`config.mk`:
```
export PLATFORM = sky130hd
export DESIGN_NAME = dmem_arbiter_flat
export DESIGN_NICKNAME = d
export VERILOG_FILES = /design/src/rtl/dmem_arbiter_if.sv /design/src/rtl/dmem_arbiter.sv /design/src/flat_wrapper.sv
export SDC_FILE = /design/constraint.sdc
export NUM_CORES = 1
export LEC_CHECK = 0
export CAP_MARGIN = 20
export CORE_AREA = 2 2 127 129
export DETAILED_ROUTE_END_ITERATION = 6
export DIE_AREA = 0 0 129 131
export DONT_BUFFER_PORTS = 1
export PLACE_DENSITY_LB_ADDON = 0.15
export REMOVE_ABC_BUFFERS = 1
export SETUP_SLACK_MARGIN = 0.1
export SYNTH_ARGS = -nofsm -noshare
export SYNTH_HDL_FRONTEND = slang
export SYNTH_SLANG_ARGS = --single-unit
```
`constraint.sdc`:
```
create_clock -name clk -period 3.55 [get_ports clk]
set_input_delay 0.8875 -clock clk [delete_from_list [all_inputs] [get_ports clk]]
set_output_delay 0.8875 -clock clk [all_outputs]
set_load 0.1 [all_outputs]
```
`src/rtl/dmem_arbiter_if.sv`:
```
// dmem_arbiter_if: requester-side bus of the data-memory arbiter.
// master: the two requesters (port 0 = CPU load/store, port 1 = loader/debug)
//   drive req/we/addr/wd and receive ack/rdata plus the shared err/busy.
// slave: the arbiter, which answers each request with a one-cycle ack.
interface dmem_arbiter_if #(
  parameter int DATA_W = 32
);
  logic              req0, we0, ack0;
  logic [DATA_W-1:0] addr0, wd0, rdata0;
  logic              req1, we1, ack1;
  logic [DATA_W-1:0] addr1, wd1, rdata1;
  logic              err, busy;
  modport master (
    output req0, we0, addr0, wd0, req1, we1, addr1, wd1,
    input  ack0, rdata0, ack1, rdata1, err, busy
  );
  modport slave (
    input  req0, we0, addr0, wd0, req1, we1, addr1, wd1,
    output ack0, rdata0, ack1, rdata1, err, busy
  );
endinterface

```
`src/rtl/dmem_arbiter.sv`:
```
// dmem_arbiter: round-robin arbiter sharing one single-port data memory between two requesters.
// Ports: clk, reset (async, active low); bus (requester handshake, slave side);
//   mem_we/mem_a/mem_wd/mem_rd to a memory with posedge write and combinational read;
//   cnt0/cnt1 saturating counts of completed accesses per port.
// Every access is IDLE (sample) -> ACCESS (memory cycle) -> RESP (ack pulse).
module dmem_arbiter #(
  parameter int DATA_W = 32,
  parameter int DEPTH  = 64,
  parameter int CNT_W  = 16
) (
  input  logic              clk,
  input  logic              reset,
  dmem_arbiter_if.slave     bus,
  output logic              mem_we,
  output logic [DATA_W-1:0] mem_a,
  output logic [DATA_W-1:0] mem_wd,
  input  logic [DATA_W-1:0] mem_rd,
  output logic [CNT_W-1:0]  cnt0,
  output logic [CNT_W-1:0]  cnt1
);
  typedef enum logic [1:0] {IDLE, ACCESS, RESP} state_t;
  state_t state, state_nx;
  logic              last_grant, gid, we_q, grant, in_range;
  logic [DATA_W-1:0] addr_q, wd_q, rd0_q, rd1_q;
  // On a tie the port that was not served last wins; otherwise whoever asks.
  assign grant    = (bus.req0 && bus.req1) ? !last_grant : bus.req1;
  assign in_range = addr_q < DATA_W'(DEPTH);
  always_ff @(posedge clk or negedge reset)
    if (!reset) state <= IDLE;
    else state <= state_nx;
  // mem_we decodes the state register directly so an asynchronous reset
  // during ACCESS kills the write before the next edge.
  always_comb begin
    state_nx = state == IDLE ? ((bus.req0 || bus.req1) ? ACCESS : IDLE)
             : state == ACCESS ? RESP : IDLE;
    mem_we   = state == ACCESS && we_q && in_range;
    mem_a    = state == ACCESS ? addr_q : '0;
    mem_wd   = state == ACCESS ? wd_q : '0;
  end
  assign bus.ack0   = state == RESP && !gid;
  assign bus.ack1   = state == RESP && gid;
  assign bus.err    = state == RESP && !in_range;
  assign bus.busy   = state != IDLE;
  assign bus.rdata0 = rd0_q;
  assign bus.rdata1 = rd1_q;
  // The per-port read registers are loaded at the end of ACCESS, so a store
  // returns the pre-write word and the idle port's rdata keeps its old value.
  always_ff @(posedge clk or negedge reset)
    if (!reset) begin
      last_grant <= 1'b1;
      gid        <= 1'b0;
      we_q       <= 1'b0;
      addr_q     <= '0;
      wd_q       <= '0;
      rd0_q      <= '0;
      rd1_q      <= '0;
      cnt0       <= '0;
      cnt1       <= '0;
    end else begin
      if (state == IDLE && (bus.req0 || bus.req1)) begin
        gid        <= grant;
        last_grant <= grant;
        we_q       <= grant ? bus.we1 : bus.we0;
        addr_q     <= grant ? bus.addr1 : bus.addr0;
        wd_q       <= grant ? bus.wd1 : bus.wd0;
      end
      if (state == ACCESS && !gid) rd0_q <= in_range ? mem_rd : '0;
      if (state == ACCESS && gid) rd1_q <= in_range ? mem_rd : '0;
      if (state == RESP && !gid && !(&cnt0)) cnt0 <= cnt0 + CNT_W'(1);
      if (state == RESP && gid && !(&cnt1)) cnt1 <= cnt1 + CNT_W'(1);
    end
endmodule

```
`src/flat_wrapper.sv`:
```
// flat-port wrapper written by rule: the top's interface ports become plain ports
module dmem_arbiter_flat 
#(
  parameter int DATA_W = 32,
  parameter int DEPTH  = 64,
  parameter int CNT_W  = 16
)
  (clk, reset, mem_we, mem_a, mem_wd, mem_rd, cnt0, cnt1, bus_req0, bus_we0, bus_addr0, bus_wd0, bus_req1, bus_we1, bus_addr1, bus_wd1, bus_ack0, bus_rdata0, bus_ack1, bus_rdata1, bus_err, bus_busy);
  dmem_arbiter_if #(.DATA_W(DATA_W)) bus_i ();
  input  logic clk;
  input  logic reset;
  output logic mem_we;
  output logic [DATA_W-1:0] mem_a;
  output logic [DATA_W-1:0] mem_wd;
  input  logic [DATA_W-1:0] mem_rd;
  output logic [CNT_W-1:0] cnt0;
  output logic [CNT_W-1:0] cnt1;
  input wire logic [$bits(bus_i.req0)-1:0] bus_req0;
  input wire logic [$bits(bus_i.we0)-1:0] bus_we0;
  input wire logic [$bits(bus_i.addr0)-1:0] bus_addr0;
  input wire logic [$bits(bus_i.wd0)-1:0] bus_wd0;
  input wire logic [$bits(bus_i.req1)-1:0] bus_req1;
  input wire logic [$bits(bus_i.we1)-1:0] bus_we1;
  input wire logic [$bits(bus_i.addr1)-1:0] bus_addr1;
  input wire logic [$bits(bus_i.wd1)-1:0] bus_wd1;
  output wire logic [$bits(bus_i.ack0)-1:0] bus_ack0;
  output wire logic [$bits(bus_i.rdata0)-1:0] bus_rdata0;
  output wire logic [$bits(bus_i.ack1)-1:0] bus_ack1;
  output wire logic [$bits(bus_i.rdata1)-1:0] bus_rdata1;
  output wire logic [$bits(bus_i.err)-1:0] bus_err;
  output wire logic [$bits(bus_i.busy)-1:0] bus_busy;
  assign bus_i.req0 = bus_req0;
  assign bus_i.we0 = bus_we0;
  assign bus_i.addr0 = bus_addr0;
  assign bus_i.wd0 = bus_wd0;
  assign bus_i.req1 = bus_req1;
  assign bus_i.we1 = bus_we1;
  assign bus_i.addr1 = bus_addr1;
  assign bus_i.wd1 = bus_wd1;
  assign bus_ack0 = bus_i.ack0;
  assign bus_rdata0 = bus_i.rdata0;
  assign bus_ack1 = bus_i.ack1;
  assign bus_rdata1 = bus_i.rdata1;
  assign bus_err = bus_i.err;
  assign bus_busy = bus_i.busy;
  dmem_arbiter #(.DATA_W(DATA_W), .DEPTH(DEPTH), .CNT_W(CNT_W)) u_core (.clk(clk), .reset(reset), .bus(bus_i), .mem_we(mem_we), .mem_a(mem_a), .mem_wd(mem_wd), .mem_rd(mem_rd), .cnt0(cnt0), .cnt1(cnt1));
endmodule
```
==> flow_results.org, run 1 <==
** Worst setup path
- CP Launch Type :: flip-flop
- The worst register-to-register path ends at u_core.cnt1[1].
- In this run the register-to-register setup slack is 1.30 ns.
- Sequence of cells on the critical path :: or4_1 > nor3_2 > nand4_1 > and3b_1 > buf_4
- The number of cells on the worst reg-to-reg path is 6.
- Among all stages on the critical path, the largest delay is contributed by or4_1.
- STA puts the critical path data required time at 2.66 ns.
- In this run the critical register-to-register path is launched from u_core.cnt1[1].
- Worst Path Class, Setup :: reg2out
- For this run, the slowest stage of the critical path takes 0.55 ns.
- STA classifies the critical path endpoint as a primary output.
- At the worst endpoint, the arrival time is 2.19 ns.
- Of all nets on the critical path, the largest fanout is 3.

** Synthesis
- Counting flops with a built-in enable in the synthesized netlist gives 0.
- The Yosys step of the flow raised 0 warnings.
- Main area contributors after synthesis :: dfrtp_1, mux2i_1, nand2_1
- Among all flip-flop cells after synthesis, the most frequent one is dfrtp_1.
- After synthesis, the largest area contributor takes up 53.2% of total cell area.
- The average instance in the mapped netlist occupies 9.71 µm².
- FFs w/ async S/R, synth :: 100%
- Cell variety after synth :: 45
- Counting instances in the post-synthesis netlist gives the leading cell types as dfrtp_1, nand2_1, nor2_1.
- Summed instance area of the synthesized netlist :: 7720 µm²
- Count leader, synth :: dfrtp_1
- Number of synthesized register bits :: 165
- Cell taking the most area after synthesis :: dfrtp_1
- Counting every instance in the synthesized netlist gives 795.
- Share of the yosys chip area belonging to registers :: 53.5%

** Floorplan
- From left edge to right edge, the die measures 129 µm.
- Boundary Pins :: 331
- The die covers 16,900 µm².
- In this run the core area contains 46 standard-cell rows.
- The total area inside the core boundary comes to 15,600 µm².
- Effective utilization at floorplan :: 49.5%
- From bottom edge to top edge, the die measures 131 µm.

** CTS
- H-tree level count :: 4
- TritonCTS built the clock tree.
- In this run the clock root is driven by a clkbuf_16.
- The later pin in the worst-skew pair is clocked with a latency of 0.42 ns.
- The number of hold buffers added after CTS was 0.
- The clock passes through at most 2 buffers.
- Gates resized during post-CTS repair numbered 0.
- The number of setup buffers added after CTS is 0.
- The number of clock buffers added by TritonCTS is 17.
- Clock-pin transition on the worst setup and hold timing paths :: 0.06 ns
- Count of clock tree sinks :: 165

** Final layout
- The sequential cells in the finished layout cover a total of 4130 µm².
- After filler insertion, the fill cell instance count of the layout stands at 1,327.
- The finished cells cover 9240 µm².
- Cells with a size suffix above 1 make up 18.4% of the layout.
- From synthesis to final layout, the design area changed by 19.7%.
- Final standard cell count with taps included and fillers excluded :: 1,101
- The multi-input combinational cells in the finished layout cover a total of 3370 µm².
- 0 antenna diodes ended up in the layout.
- Number of nets in the layout :: 1,040

** Outcome
- Status :: finished, final reports clean

** Pwr
- In this run the power density over the cells is 1060 nW/µm².
- Across the VDD grid, the largest voltage drop is 0.587 mV.
- Leakage power :: 4.18 nW

** Placement
- Area of placed instances :: 8630 µm²
- The count of buffers added on input and output ports is 0.
- Summed over all nets, the half-perimeter wirelength after detailed placement is 13,800 µm.
- The congestion estimate from routability-driven global placement came to 0.811.
- Count of placed standard cells including taps :: 1,068

** Timing
- The worst path in the final design needs a cycle of 3.08 ns, including I/O delays and setup.
- The clock arrives with 0.0127 ns of skew.
- Final setup fails :: 0
- Post-route fraction of the period consumed by the critical path :: 86.8%
- Worst Max-Slew Pin Slew :: 0.962 ns
- Number of pins exceeding their max-slew limit in the final report :: 0
- For this run, the top clock speed supported by timing is 325 MHz.
- Setup repair after global routing left no endpoint under its margin.
- The worst pin sits at a relative slew slack of 35.9%.
- The final number of hold-violating endpoints is 0.

** Global routing
- The first global-routing pass estimated 29,100 µm of wire.
- After global routing the overflow that remains totals 0.
- Antenna violations before repair :: 0
- Global routing consumed, over all layers together, 22.3% of the routing resources.
- Number of global-route vias before repair :: 5,574
- Entering global routing, the biggest net connects 166 pins.

** Drt
- Routed wire per std cell :: 17.6 µm
- For this run, the detailed router's first-pass iteration total came to 5.
- Wire length reported by the detailed router :: 19,300 µm
- Number of antenna-violating nets in the routed design :: 0
- Using the TritonRoute via totals, the vias-per-cell ratio works out to 5.35.
- Drc violations :: 0
- Across all layers, the routed design uses 5,895 vias.
- Violation count after the first detailed-routing iteration :: 367

** Flow run
- Total of max-cap violations :: 0

** Worst hold path
- The worst hold path belongs to the class in2async.
-- through the flow --
step	worst slack (ns)	TNS (ns)	utilization, %	total power [W]	hold slack (ns)
after floorplan	-2.57	-188.40	-	0.00695	0.490
after global placement	0.888	0	55.3	0.00793	0.502
after detailed placement	0.869	0	55.3	0.00802	0.510
after CTS	0.407	0	59.1	0.00988	0.144
after global routing	0.333	0	59.2	0.0102	0.135
final	0.470	0	59.2	0.00981	0.165
-- where the power goes --
part,internal (W),switching (W)
Combinational,0.00114,0.00405
Clock,0.00106,0.000776
Sequential,0.00234,0.000446
Total,0.00453,0.00527
-- sequential cells by signal, indices dropped and copies added, names as in the netlist, 2 cells and up --
name               count
u_core.addr_q         32
u_core.bus.rdata0     32
u_core.bus.rdata1     32
u_core.cnt0           16
u_core.cnt1           16
u_core.state           2
u_core.wd_q           32
-- placed cells by master (no fill, tap or decap), types with 2 or more instances in the layout --
master	count
dfrtp_1	164
nand2_1	141
buf_4	105
nor2_1	73
and2_1	65
mux2i_1	65
a21oi_1	65
o21ai_1	39
o21ai_0	25
clkbuf_16	18
xor2_1	16
nand4_1	13
xnor2_1	13
nand3_1	11
nor4_1	10
inv_6	6
nor3_1	5
mux2_2	4
and3_1	3
clkinv_4	3
or2_2	2
nor2_2	2
nand4_2	2
nor4_2	2
ha_1	2
clkinvlp_4	2
bufinv_16	2
buf_12	2
-- worst max-delay path by stage --
stage / startpoint / to / cells after the start
2_1_floorplan: bus_req1 / u_core.addr_q[0] / 3
3_3_place_gp: u_core.addr_q[22] / bus_err / 5
3_5_place_dp: u_core.addr_q[22] / bus_err / 5
4_1_cts: u_core.addr_q[22] / bus_err / 5
5_1_grt: u_core.addr_q[22] / bus_err / 5
6_report: u_core.addr_q[22] / bus_err / 5
-- final cells by class --
type                    count  area share [%]
clock buffers              18            4.65
clock inverters            14            1.79
inverters                   1          0.0406
multi-input cells         578            36.5
flip-flops and latches    165            44.7
well taps                 216            2.93
repair buffers            109            9.40
-- logic make-up (layout without fill, tap and decap cells) --
logic type                 count (synthesis)  after routing  share of synthesized area, %
DFF                                      165            165                          53.5
xor gates and xnor gates                  29             29                          3.29
muxes                                     70             70                          9.21
adders and majority gates                  2              2                         0.324
and+or+nand+nor                          345            345                          21.7
buffers and inverters                     52            142                          3.27
AOI/OAI and AO/OA                        132            132                          8.72
-- worst max-delay path: cells and delay by family, from the launching register on --
| kind | cells | cell delay [ns] |
|---|---|---|
| flops | 1 | 0.39 |
| simple gates | 4 | 1.15 |
| buf+inv | 1 | 0.24 |
-- metal layers --
layer / wire [µm] / GRT usage (%)
met1: 7890 / 27.9
met4: 467 / 8.18
met5: 0 / 0
met2: 9580 / 36.9
met3: 1400 / 6.84
Note: power is estimated with default switching activity, not from simulation.
==> run 2: changes to the inputs <==
GPL_TIMING_DRIVEN = 0   (was default)
MAX_ROUTING_LAYER = met4   (was default)
==> run 2 against run 1 <==
Compared with the run above:
- clock power shrank 4%
- critical path depth grew 1
- combinational power shrank 15%
- critical endpoint is now mem_we
- largest cell class unchanged
==> flow_results.org, run 2 (same netlist as run 1, synthesis figures left out) <==
** Timing
- The final number of hold-violating endpoints is 0 (unchanged).
- The worst slew margin relative to its limit was 28.5% (-7.3 points).
- Worst Clk Skew :: 0.0102 ns (-0.00249 ns)
- Setup repair after global routing left no endpoint under its margin.
- Worst Max-Slew Pin Slew :: 1.07 ns (+0.110 ns)
- The time the final worst path needs with I/O delays and setup is 3.36 ns (+0.283 ns).
- The number of failing setup endpoints in the final timing report came to 0 (unchanged).
- The max-slew violation count is 0 (unchanged).
- Max Freq :: 297 MHz (-8.4%)
- Post-route fraction of the period consumed by the critical path :: 94.7% (+8.0 points)
- The worst setup slack after layout is 0.187 ns (-0.283 ns).
- The post-route worst hold slack is 0.170 ns (+0.00518 ns).

** CTS
- TritonCTS built the clock tree.
- H-tree level count :: 4 (unchanged)
- The clock buffer count from CTS was 17 (unchanged).
- The clock-pin slew on the worst setup and hold paths is 0.06 ns (about the same).
- Worst-case clock buffer depth :: 2 (unchanged)
- The cell sitting at the root of the clock tree is a clkbuf_16.
- Insertion delay to the later sink of the worst-skew pair :: 0.41 ns (about the same)
- Count of clock tree sinks :: 165 (unchanged)
- The number of hold-repair buffers added at the cts stage came to 0 (unchanged).

** Worst setup path
- Worst Reg-to-Reg Cells :: 5 (-1)
- Max FO, Critical Path :: 17 (+14)
- Worst Path Class, Setup :: reg2out
- CP Launch Type :: flip-flop
- Reg-to-reg critical path startpoint :: u_core.cnt1[1]
- R2r endpoint :: u_core.cnt1[1]
- Crit path capture type :: primary output
- The internal reg-to-reg setup slack came to 0.74 ns (-0.56 ns).
- Required time at the worst-slack endpoint :: 2.66 ns (about the same)
- The data arrival time of the worst path was 2.48 ns (+0.29 ns).

** Drt
- Total vias in the final route :: 5,599 (-5.0%)
- The via count normalized by instance count came to 5.56 (+3.8%).
- Number of antenna-violating nets in the routed design :: 0 (unchanged)
- Violation count after the first detailed-routing iteration :: 320 (-13%)
- Drc violations :: 0 (unchanged)
- The number of optimization iterations in the first detailed-route pass is 5 (unchanged).
- The average wire per cell in the routed design is 19.1 µm (+8.7%).
- The post-detailed-routing wire length is 19,200 µm (-0.62%).

** Global routing
- Global-route wire length before repair :: 29,100 µm (+0.26%)
- The global-route congestion overflow total is 0 (unchanged).
- The number of global-route vias before repair came to 5,496 (-1.4%).
- The maximum number of pins on one net before global-route repair is 166 (unchanged).
- The initial antenna violation count was 0 (unchanged).
- Gr usage total :: 23.1% (+0.80 points)

** Final layout
- The count of filler cells inserted in the layout is 1,367 (+3.0%).
- The proportion of layout cells with a drive suffix above 1 is 8.98% (-9.4 points).
- Number of nets in the layout :: 946 (-9.0%)
- From synthesis to final layout, the design area changed by 12.3%.
- Final standard cell count with taps included and fillers excluded :: 1,007 (-8.5%)
- Leaving out fill and tap cells, the most frequent cell in the layout is dfrtp_1.
- Final core area utilization :: 55.6% (-3.6 points)
- Most frequent cells in the layout :: dfrtp_1, nand2_1, nor2_1, and2_1
- The final antenna diode count is 0 (unchanged).

** Outcome
- Status :: finished, final reports clean

** Floorplan
- The die footprint came to 16,900 µm² (unchanged).
- Placeable core area :: 15,600 µm² (unchanged)
- X dimension of the die :: 129 µm (unchanged)
- Boundary Pins :: 331 (unchanged)
- The initial standard-cell utilization of the core is 49.5% (unchanged).
- Site Rows :: 46 (unchanged)
- Die Y-Extent :: 131 µm (unchanged)

** Pwr
- The power dissipated by switching net loads was 0.00520 W (-1.4%).
- Internal power consumption :: 0.00415 W (-8.5%)
- The switching power share of the total came to 55.6% (+1.8 points).
- The power per cell area came to 1080 nW/µm² (+1.6%).
- Leakage power :: 3.73 nW (-11%)
- The maximum resistive drop on vdd was 0.470 mV (-20%).
- Clock power share :: 18.8% (about the same)
- Sequential share of power :: 34.1% (+5.7 points)
- Share of total power in combinational logic :: 47.1% (-5.8 points)

** Flow run
- The count of max-cap constraint violations is 0 (unchanged).

** Placement
- The placed instance count is 972 (-9.0%).
- Placer's final routability congestion estimate :: 0.802 (-1.1%)
- The count of port buffers added during placement was 0 (unchanged).
- Worst-case setup slack after placement :: -0.278 ns (-1.15 ns)
- DP Wirelength :: 13,900 µm (+1.1%)

** Worst hold path
- The path class of the tightest hold or removal check is in2async.
[run 2: through the flow]
| stage | setup TNS (ns) | power [W] | instance area [µm²] |
|---|---|---|---|
| after floorplan | -188.40 | 0.00695 | 7470 |
| after global placement | -482.16 | 0.00742 | 7740 |
| after detailed placement | -0.554 | 0.00762 | 8050 |
| after CTS | 0 | 0.00940 | 8650 |
| after global routing | 0 | 0.00976 | 8670 |
| final | 0 | 0.00935 | 8670 |
[run 2: critical path, cell delays in order, from the launching register on]
cell and delay, ns:
dfrtp_1 0.38, or4_4 0.55, nor3_4 0.18, nand4_1 0.10, buf_4 0.18, buf_6 0.16, nor2_4 0.50
[run 2: worst max-delay path by stage]
stage                       from                to  depth (start not counted)
3_3_place_gp            bus_req1       u_core.we_q                          3
4_1_cts        u_core.addr_q[22]            mem_we                          6
6_report       u_core.addr_q[22]            mem_we                          6
3_5_place_dp   u_core.addr_q[22]            mem_we                          4
2_1_floorplan           bus_req1  u_core.addr_q[0]                          3
5_1_grt        u_core.addr_q[22]            mem_we                          6
[run 2: power by group through the flow]
stage,Combinational (W),Clock [W],Sequential (W)
detailed placement,0.00441,0,0.00321
finish,0.00440,0.00176,0.00319
global placement,0.00424,0,0.00318
global route,0.00464,0.00187,0.00325
CTS,0.00442,0.00180,0.00318
floorplan,0.00386,0,0.00309
[run 2: what timing repair did]
| action | in CTS | in global routing |
|---|---|---|
| resized for setup | 3 | 3 |
| endpoints found under the setup margin | 2 | 1 |
| pin swaps | 1 | 2 |
| cloned | 0 | 0 |
| buffers inserted | 2 | 1 |
[run 2: metal layers]
metal | up-vias | GRT usage [%] | share of wire, %
met4 | 0 | 7.16 | 1.7
li1 | 2638 | - | -
met2 | 229 | 37.3 | 50
met3 | 24 | 6.84 | 7.6
met1 | 2708 | 28.3 | 41
met5 | - | - | 0
[run 2: area by class of cell]
type,instances,area [µm²],area share [%]
Clock buffer,21,470,5.43
Clock inverter,11,98.8,1.14
Inverter,1,3.75,0.0433
Multi-Input combinational cell,578,3390,39.1
Sequential cell,165,4130,47.6
Tap cell,216,270,3.12
Timing Repair Buffer,15,307,3.54
==> run 3: changes to the inputs <==
MAX_ROUTING_LAYER = default   (was met4)
==> run 3 against run 2 <==
Compared with the run above:
- count of clock-buffer cells in the layout did not move
- die area did not move
- setup slack improved by 0.0083 ns
- critical endpoint unchanged
- sequential power barely moved
- highest routed layer unchanged
- critical path depth did not move
==> flow_results.org, run 3 (same netlist as run 1, synthesis figures left out) <==
** Drt
- The average wire per cell in the routed design came to 19.1 µm (+0.28%).
- The remaining antenna violation count after routing came to 0 (unchanged).
- Highest metal layer used by the detailed router :: met4
- DRT met1 WL :: 7750 µm (-0.93%)
- The routed wire length on met2 was 9690 µm (+0.91%).
- The wire length on met3 came to 1530 µm (+4.0%).
- Detail-routed via count per cell :: 5.53 (-0.59%)
- The overall via count from detail_route came to 5,566 (-0.59%).
- Violation count after the first detailed-routing iteration :: 337 (+5.3%)
- The number of optimization iterations in the first detailed-route pass was 4 (-1).
- The number of design rule violations left after detail routing is 0 (unchanged).
- Wire length reported by the detailed router :: 19,300 µm (+0.28%)

** Global routing
- Largest net degree at the start of global routing :: 166 (unchanged)
- Gr usage total :: 22.5% (-0.64 points)
- Antenna violations before repair :: 0 (unchanged)
- The global-route congestion overflow total is 0 (unchanged).
- The wire length of the first global-routing pass is 29,200 µm (+0.12%).
- Number of global-route vias before repair :: 5,472 (-0.44%)

** Timing
- The time the final worst path needs with I/O delays and setup is 3.35 ns (-0.00826 ns).
- Post-route fraction of the period consumed by the critical path :: 94.5% (-0.23 points)
- Max Freq :: 298 MHz (+0.25%)
- The slew at the pin closest to its max-slew limit was 1.07 ns (+0.000709 ns).
- The setup clock skew after layout was 0.0121 ns (+0.00186 ns).
- Final Hold Slack :: 0.171 ns (+0.000827 ns)
- Setup repair after global routing left no endpoint under its margin.
- The number of failing setup endpoints in the final timing report is 0 (unchanged).
- Worst rel slew slack :: 28.5% (-0.047 points)
- Number of endpoints with negative hold slack in the final report :: 0 (unchanged)
- The max-slew violation count is 0 (unchanged).

** Final layout
- The proportion of layout cells with a drive suffix above 1 is 8.98% (unchanged).
- The count of filler cells inserted in the layout is 1,368 (+0.073%).
- Most frequent cells in the layout :: dfrtp_1, nand2_1, nor2_1, and2_1
- Antenna Diode Count :: 0 (unchanged)
- The final design utilization came to 55.6% (about the same).
- Leaving out fill and tap cells, the most frequent cell in the layout is dfrtp_1.
- Multi-input gate area :: 3390 µm² (unchanged)
- Final standard cell count with taps included and fillers excluded :: 1,007 (unchanged)
- Post-synthesis to final-layout area growth :: 12.4% (about the same)
- Storage cell area :: 4130 µm² (unchanged)
- Layout Cell Area excl Fill :: 8670 µm² (about the same)
- The post-layout net count is 946 (unchanged).

** CTS
- The clock net sink count was 165 (unchanged).
- The source-to-sink clock delay at the later pin of the worst-skew pair is 0.41 ns (about the same).
- Number of buffers inserted during clock tree synthesis :: 17 (unchanged)
- Worst-case clock buffer depth :: 2 (unchanged)
- Clock-pin transition on the worst setup and hold timing paths :: 0.06 ns (about the same)
- The number of hold-repair buffers added at the cts stage was 0 (unchanged).
- The deepest level of the CTS H-tree came to 4 (unchanged).
- Cell at the root of the clock tree :: clkbuf_16
- CTS tree :: done

** Worst setup path
- The worst setup path is launched from a flip-flop.
- The data arrival time of the worst path was 2.47 ns (about the same).
- Crit path capture type :: primary output
- The worst-path maximum fanout was 17 (unchanged).
- The critical path in this run is classified as reg2out.
- Required time at the worst-slack endpoint :: 2.66 ns (about the same)

** Floorplan
- The width of the die came to 129 µm (unchanged).
- The number of top-level pins came to 331 (unchanged).
- Placeable core area :: 15,600 µm² (unchanged)
- The initial standard-cell utilization of the core is 49.5% (unchanged).
- Site Rows :: 46 (unchanged)
- Total Die Area :: 16,900 µm² (unchanged)
- The die height was 131 µm (unchanged).

** Outcome
- Status :: finished, final reports clean

** Flow run
- Total of max-cap violations :: 0 (unchanged)

** Placement
- The cell area after placement came to 8050 µm² (unchanged).
- Port Buffer Count :: 0 (unchanged)
- The placed wire-length estimate was 13,900 µm (unchanged).
- The last weighted congestion value of the routability-driven placer is 0.791 (-1.4%).
- Count of placed standard cells including taps :: 972 (unchanged)

** Pwr
- Pwr/cell area :: 1080 nW/µm² (about the same)
- The leakage power figure is 3.73 nW (about the same).
- Worst supply voltage drop on vdd :: 0.469 mV (-0.16%)

** Worst hold path
- The tightest min-delay check is of the in2async type.
[run 3: cell count changes in the layout (fill, tap and decap cells not counted)]
| cell | change |
|---|---|
| buf_6 | +1 |
| buf_4 | -1 |
[run 3: routing by layer]
metal  up-vias  track usage, %
li1       2644               -
met1      2674            28.1
met2       227            37.2
met3        21            7.49
met4         0            7.16
met5         -               0
[run 3: final cells by class]
| cell class | count | area share [%] |
|---|---|---|
| Sequential cell | 165 | 47.6 |
| Multi-Input combinational cell | 578 | 39.1 |
| Clock buffer | 21 | 5.42 |
| Timing Repair Buffer | 15 | 3.58 |
| Tap cell | 216 | 3.12 |
| Clock inverter | 11 | 1.14 |
| Inverter | 1 | 0.0433 |
[run 3: worst paths after layout]
| kind | slack [ns] | start | endpoint | cells after the start |
|---|---|---|---|---|
| max in group asynchronous | 3.16 | reset | u_core.addr_q[24] | 0 |
| max | 0.20 | u_core.addr_q[22] | mem_we | 6 |
| max reg2reg | 0.74 | u_core.cnt1[0] | u_core.cnt1[1] | 5 |
| min | 0.17 | reset | u_core.addr_q[1] | 0 |
| min reg2reg | 0.52 | u_core.addr_q[0] | u_core.addr_q[0] | 2 |
| min in group clk | 0.52 | u_core.addr_q[0] | u_core.addr_q[0] | 2 |
[run 3: power by group]
group	internal [W]	switching, W	leakage, nW
sequential	0.00233	0.000857	2.09
clock	0.00102	0.000736	0.276
combinational	0.000797	0.00361	1.36
total	0.00415	0.00520	3.73
[run 3: stage by stage]
step	setup TNS (ns)	worst slack (ns)	power (W)
floorplan	-188.40	-2.57	0.00695
global placement	-482.16	-3.77	0.00742
detailed placement	-0.554	-0.278	0.00762
CTS	0	0.109	0.00940
global route	0	0.105	0.00976
finish	0	0.195	0.00935
[run 3: repair_timing]
| action | in CTS | in global routing |
|---|---|---|
| buffers inserted | 2 | 1 |
| pin swaps | 1 | 2 |
| gates resized for setup | 3 | 4 |
| endpoints found under the setup margin | 2 | 1 |
[run 3: worst max-delay path, stage by stage, from the launching register on]
cell     delay [ns]
dfrtp_1        0.38
or4_4          0.55
nor3_4         0.18
nand4_1        0.13
buf_6          0.16
buf_6          0.15
nor2_4         0.50
